`config.mk`:
```
export PLATFORM = sky130hd
export DESIGN_NAME = cg_bank_controller
export DESIGN_NICKNAME = d
export VERILOG_FILES = /design/src/rtl/cg_bank_controller.sv
export SDC_FILE = /design/constraint.sdc
export NUM_CORES = 1
export LEC_CHECK = 0
export CAP_MARGIN = 0
export CORE_AREA = 5 5 108 90
export DETAILED_ROUTE_END_ITERATION = 16
export DIE_AREA = 0 0 113 95
export PLACE_DENSITY_LB_ADDON = 0.15
export SYNTH_ARGS = -nofsm -noshare
export SYNTH_HDL_FRONTEND = slang
export SYNTH_SLANG_ARGS = --single-unit
```
`constraint.sdc`:
```
create_clock -name clk -period 4.1 [get_ports clk]
set_input_delay 0.82 -clock clk [delete_from_list [all_inputs] [get_ports clk]]
set_output_delay 0.82 -clock clk [all_outputs]
set_load 0.005 [all_outputs]
```
`src/rtl/cg_bank_controller.sv`:
```
// -----------------------------------------------------------------------------
// cg_bank_controller
//
// Clock-gating controller and round-robin write arbiter for a bank of NGRP
// register groups. Each group sits behind its own ICG cell. A group's clock is
// woken when its requester asks to write (or when force_on is set). The group
// is written only once its clock has been running for two cycles. After a
// programmable idle hold-off with no activity, the clock is gated again.
//
// Ports
//   clk       in   system clock, all state updates on the rising edge
//   rst_n     in   asynchronous active-low reset
//   req       in   per-requester write request (level, held until gnt seen)
//   req_data  in   write data, slice i (DW bits) belongs to requester i
//   force_on  in   global override that holds every group clock open
//   gnt       out  one-hot grant pulse (registered)
//   wr_en     out  one-hot write enable to the groups (registered, == gnt)
//   d_out     out  data of the granted requester, aligned with wr_en
//   gclk_en   out  per-group ICG enable (registered)
//   busy      out  OR of gclk_en
//
// Per-group FSM
//   state  | meaning
//   GATED  | clock stopped, waiting for a request or force_on
//   WAKE   | clock enabled, first cycle, group not yet writable
//   ACTIVE | clock running, group eligible for grants, idle timer runs
// -----------------------------------------------------------------------------
module cg_bank_controller #(
  parameter int NGRP     = 5,
  parameter int DW       = 1,
  parameter int IDLE_CYC = 4,
  parameter int CW       = 3
) (
  input  logic               clk,
  input  logic               rst_n,
  input  logic [NGRP-1:0]    req,
  input  logic [NGRP*DW-1:0] req_data,
  input  logic               force_on,
  output logic [NGRP-1:0]    gnt,
  output logic [NGRP-1:0]    wr_en,
  output logic [DW-1:0]      d_out,
  output logic [NGRP-1:0]    gclk_en,
  output logic               busy
);

  localparam int PW = (NGRP > 1) ? $clog2(NGRP) : 1;
  localparam logic [CW-1:0] IDLE_LOAD = CW'(IDLE_CYC);

  typedef enum logic [1:0] {
    GATED  = 2'd0,
    WAKE   = 2'd1,
    ACTIVE = 2'd2
  } grp_state_e;

  grp_state_e          state_q [NGRP];
  grp_state_e          state_d [NGRP];
  logic [CW-1:0]       cnt_q   [NGRP];
  logic [CW-1:0]       cnt_d   [NGRP];
  logic [PW-1:0]       ptr_q;
  logic [PW-1:0]       ptr_d;
  logic [NGRP-1:0]     eligible;
  logic [NGRP-1:0]     grant_hit;
  logic                win_found;
  logic [PW-1:0]       win_idx;
  logic [NGRP-1:0]     gnt_d;
  logic [NGRP-1:0]     gclk_en_d;
  logic [DW-1:0]       d_out_d;

  // Index of the requester 'off' positions after 'base', wrapping modulo NGRP.
  function automatic logic [PW-1:0] rr_index(input logic [PW-1:0] base,
                                             input int off);
    int sum;
    sum = int'(base) + off;
    if (sum >= NGRP) sum = sum - NGRP;
    return PW'(sum);
  endfunction

  // ---------------------------------------------------------------------------
  // Arbitration: only groups whose clock has already been running for a cycle
  // (ACTIVE) may be written. Search starts one past the last winner.
  // ---------------------------------------------------------------------------
  always_comb begin : arbiter
    eligible  = '0;
    grant_hit = '0;
    win_found = 1'b0;
    win_idx   = ptr_q;
    for (int i = 0; i < NGRP; i++) begin
      eligible[i] = req[i] && (state_q[i] == ACTIVE);
    end
    for (int k = 1; k <= NGRP; k++) begin
      if (!win_found && eligible[rr_index(ptr_q, k)]) begin
        win_found = 1'b1;
        win_idx   = rr_index(ptr_q, k);
      end
    end
    for (int i = 0; i < NGRP; i++) begin
      grant_hit[i] = win_found && (win_idx == PW'(i));
    end
  end

  // ---------------------------------------------------------------------------
  // Next-state logic for every group FSM, its idle down-counter and the
  // round-robin pointer.
  // ---------------------------------------------------------------------------
  always_comb begin : next_state
    for (int i = 0; i < NGRP; i++) begin
      state_d[i] = state_q[i];
      cnt_d[i]   = cnt_q[i];

      case (state_q[i])
        GATED: begin
          if (req[i] || force_on) state_d[i] = WAKE;
        end
        WAKE: begin
          state_d[i] = ACTIVE;
        end
        ACTIVE: begin
          // A request landing on the expiry edge keeps the clock running.
          if ((cnt_q[i] == '0) && !req[i] && !force_on && !grant_hit[i]) begin
            state_d[i] = GATED;
          end
        end
        default: begin
          state_d[i] = GATED;
        end
      endcase

      // Leaving WAKE is the entry into ACTIVE, so the hold-off restarts there.
      if (force_on || req[i] || grant_hit[i] || (state_q[i] == WAKE)) begin
        cnt_d[i] = IDLE_LOAD;
      end else if ((state_q[i] == ACTIVE) && (cnt_q[i] != '0)) begin
        cnt_d[i] = cnt_q[i] - CW'(1);
      end
    end

    ptr_d = win_found ? win_idx : ptr_q;
  end

  // ---------------------------------------------------------------------------
  // Output decode, computed from the next state so every output is a flop.
  // d_out keeps the last written value between grants.
  // ---------------------------------------------------------------------------
  always_comb begin : output_decode
    gnt_d     = grant_hit;
    gclk_en_d = '0;
    for (int i = 0; i < NGRP; i++) begin
      gclk_en_d[i] = (state_d[i] != GATED);
    end
    d_out_d = d_out;
    if (win_found) begin
      d_out_d = req_data[int'(win_idx)*DW +: DW];
    end
  end

  // ---------------------------------------------------------------------------
  // State register. Reset is immediate so a write in flight is dropped in the
  // same cycle the reset is asserted.
  // ---------------------------------------------------------------------------
  always_ff @(posedge clk or negedge rst_n) begin : state_reg
    if (!rst_n) begin
      for (int i = 0; i < NGRP; i++) begin
        state_q[i] <= GATED;
        cnt_q[i]   <= '0;
      end
      ptr_q   <= PW'(NGRP - 1);
      gnt     <= '0;
      wr_en   <= '0;
      d_out   <= '0;
      gclk_en <= '0;
    end else begin
      for (int i = 0; i < NGRP; i++) begin
        state_q[i] <= state_d[i];
        cnt_q[i]   <= cnt_d[i];
      end
      ptr_q   <= ptr_d;
      gnt     <= gnt_d;
      wr_en   <= gnt_d;
      d_out   <= d_out_d;
      gclk_en <= gclk_en_d;
    end
  end

  assign busy = |gclk_en;

endmodule

```
==> flow_metrics.py <==
metrics = {
    "synth": {
        "ys_warn_count": 0,
        "synth-main-ff-cell": "dfrtp_1",
        "netlist_instances": 349,
        "synth.distinct_cells": 63,
        "async_flop_share_pct": 100,
        "synthTopCellsByArea": "dfrtp_1 (32%), ha_1 (8.4%), nor2_1 (4.9%)",
        "seq_area_frac_synth_pct": 32.7,
        "synth_top_cell_area_share_pct": 31.8,
        "ys_ff_latch": 39,
        "synth_area_leader_cell": "dfrtp_1",
        "synth_fp_nets": 383,
        "synth_edf_count": 0,
        "syn_area_mm2": 0.00299,
        "avgSynthCellArea_um2": 8.58,
    },
    "setup_path": {
        "r2r_cells": 13,
        "rrSetupSlack_ns": 0.25,
        "worstReg2RegEnd": "d_out$_DFFE_PN0P_",
        "crit_type": "reg -> reg",
        "critPathLaunchType": "register",
        "critical_path_required_ns": 4.26,
        "crit_start": "ptr_q[2]$_DFFE_PN1P_",
        "worstReg2RegStart": "ptr_q[2]$_DFFE_PN1P_",
        "cp_max_fo": 4,
        "crit_path_end_kind": "register",
        "worstPathArrival_ns": 4.01,
    },
    "job": {
        "cap_violations": 0,
    },
    "floorplan": {
        "die_area_mm2": 0.0107,
        "die_w_um": 113,
        "num_io_pins": 30,
        "start_util_pct": 34.6,
        "die_h_um": 95,
        "coreArea_mm2": 0.00865,
        "num_rows": 31,
    },
    "min_path": {
        "worstHoldStart": "state_q[7]$_DFF_PN0_",
        "hp-class": "reg -> reg",
        "worstHoldPathCells": 1,
        "worstHoldEndpoint": "state_q[6]$_DFF_PN0_",
    },
    "status": {
        "status": "completed",
    },
    "grt": {
        "grt_pass1_vias": 2601,
        "grt_overflow": 0,
        "grt_pass1_wl_mm": 12.6,
        "grt_max_degree": 40,
        "grtUsageTotal_pct": 14.5,
        "grt_antenna_before_repair": 0,
    },
    "place": {
        "gp_congestion": 0.885,
        "port_buffers": 29,
        "dpl_cell_area_mm2": 0.00359,
        "hpwl_mm": 5.81,
    },
    "finish": {
        "finalInstanceArea_mm2": 0.00373,
        "drive_above_1_share_pct": 16.5,
        "diodes": 0,
        "layout_common_cells": "nor2_1 (39), dfrtp_1 (37), buf_4 (32)",
        "syn2layout_area_growth_pct": 24.6,
        "final_nets": 440,
        "final_common_cell": "nor2_1",
        "final_util_pct": 43.1,
    },
    "sta": {
        "min_period_ns": 3.85,
        "whs_ns": 0.483,
        "timing.fmax_ghz": 0.260,
        "slew_headroom_pct": 40.5,
        "skew_ns": 0.00836,
        "period_share_pct": 93.8,
        "slew_violations": 0,
        "setup_viol": 0,
        "hold_viol": 0,
        "tightest_slew_ns": 0.892,
    },
    "route": {
        "drt_iter0_drc": 120,
        "ant_nets": 0,
        "vias": 2643,
        "post-route-drc-count": 0,
        "wl_mm": 7.45,
        "routed_via_density": 5.06,
        "dr.pass1.iters": 4,
        "wire_per_inst_um": 14.3,
    },
    "pwr": {
        "power.density_mw_per_mm2": 938,
        "vdd_ir_drop_max_uv": 294,
        "leakage_nw": 1.62,
        "p_total_w": 0.00350,
    },
    "clock_network": {
        "clock-sinks": 39,
        "numCtsBuffers": 5,
        "cts_resized": 0,
        "path_clk_slew_ns": 0.08,
        "insertion_delay_ns": 0.29,
        "cts_setup_buffers": 0,
        "cts.path.max_buffers": 2,
        "cts-root-buf": "clkbuf_8",
        "h-tree-depth": 2,
        "ctsHoldBuffers": 0,
        "cts_tree": "yes",
    },
}
-- worst max-delay path: stages (launching register included) --
cell	delay, ns
dfstp_2	0.55
inv_1	0.08
ha_1	0.20
or3b_2	0.48
a221oi_1	0.33
buf_4	0.18
mux4_2	0.50
nor2_1	0.22
nor2_1	0.09
and2_1	0.20
o31a_1	0.31
a211oi_4	0.28
mux2i_1	0.22
o211ai_1	0.09
-- flip-flops by register name (all words and copies together), names as in the netlist --
register,flops
gclk_en,5
d_out,1
ptr_q,3
cnt_q,15
state_q,10
wr_en,5
-- cells by family (layout without fill, tap and decap cells) --
logic type / after synthesis / count (layout) / share of synthesized area [%]
xor gates and xnor gates: 10 / 10 / 2.93
DFF: 39 / 39 / 32.7
muxes: 9 / 9 / 3.72
AOI/OAI and AO/OA: 78 / 78 / 18.4
buffers and inverters: 38 / 96 / 5.73
adders and majority gates: 21 / 21 / 9.03
and+or+nand+nor: 154 / 154 / 27.6
-- power by group --
| group | switching (W) | total (W) | internal [W] |
|---|---|---|---|
| Sequential | 0.000108 | 0.000637 | 0.000529 |
| Combinational | 0.00130 | 0.00248 | 0.00118 |
| Clock | 0.000143 | 0.000386 | 0.000243 |
| Total | 0.00155 | 0.00350 | 0.00195 |
-- layer usage --
| layer | global-route usage [%] | vias to the layer above | wire length [um] |
|---|---|---|---|
| met5 | 0 | - | 0 |
| met4 | 2.60 | 0 | 44 |
| met3 | 2.69 | 6 | 291 |
| met2 | 24.2 | 49 | 3320 |
| met1 | 19.9 | 1248 | 3790 |
| li1 | - | 1340 | - |
-- cell usage after synthesis (6+ instances only) --
library cell and count:
dfrtp_1 38, xnor2_1 10, a21oi_1 22, nand3_1 10
nor2b_1 10, o21ai_0 13, inv_1 26, nand2_1 23
nor2_1 39, nand2b_1 17, mux2_2 6, nor3_1 20
ha_1 20
-- area by class of cell --
cell class	count	area, um2
clock inverter	3	67.6
multi-input combinational	272	1840
tap	115	144
timing repair buffer	61	526
sequential	39	978
inverter	27	101
fill	869	4920
clock buffer	5	68.8
-- worst max-delay path by stage --
stage / to / slack [ns]
3_5_place_dp: d_out$_DFFE_PN0P_ / 0.23
4_1_cts: d_out$_DFFE_PN0P_ / 0.25
3_3_place_gp: d_out$_DFFE_PN0P_ / 0.25
5_1_grt: d_out$_DFFE_PN0P_ / -0.01
2_1_floorplan: d_out$_DFFE_PN0P_ / 0.1
6_report: d_out$_DFFE_PN0P_ / 0.25
-- metrics by stage --
step,setup WS (ns),TNS [ns],std cells
after detailed placement,0.235,0,514
after CTS,0.247,0,522
after floorplan,0.0979,0,349
after global placement,0.252,0,514
after global routing,-0.0103,-0.0103,522
final,0.253,0,522
Note: power is estimated with default switching activity, not from simulation.
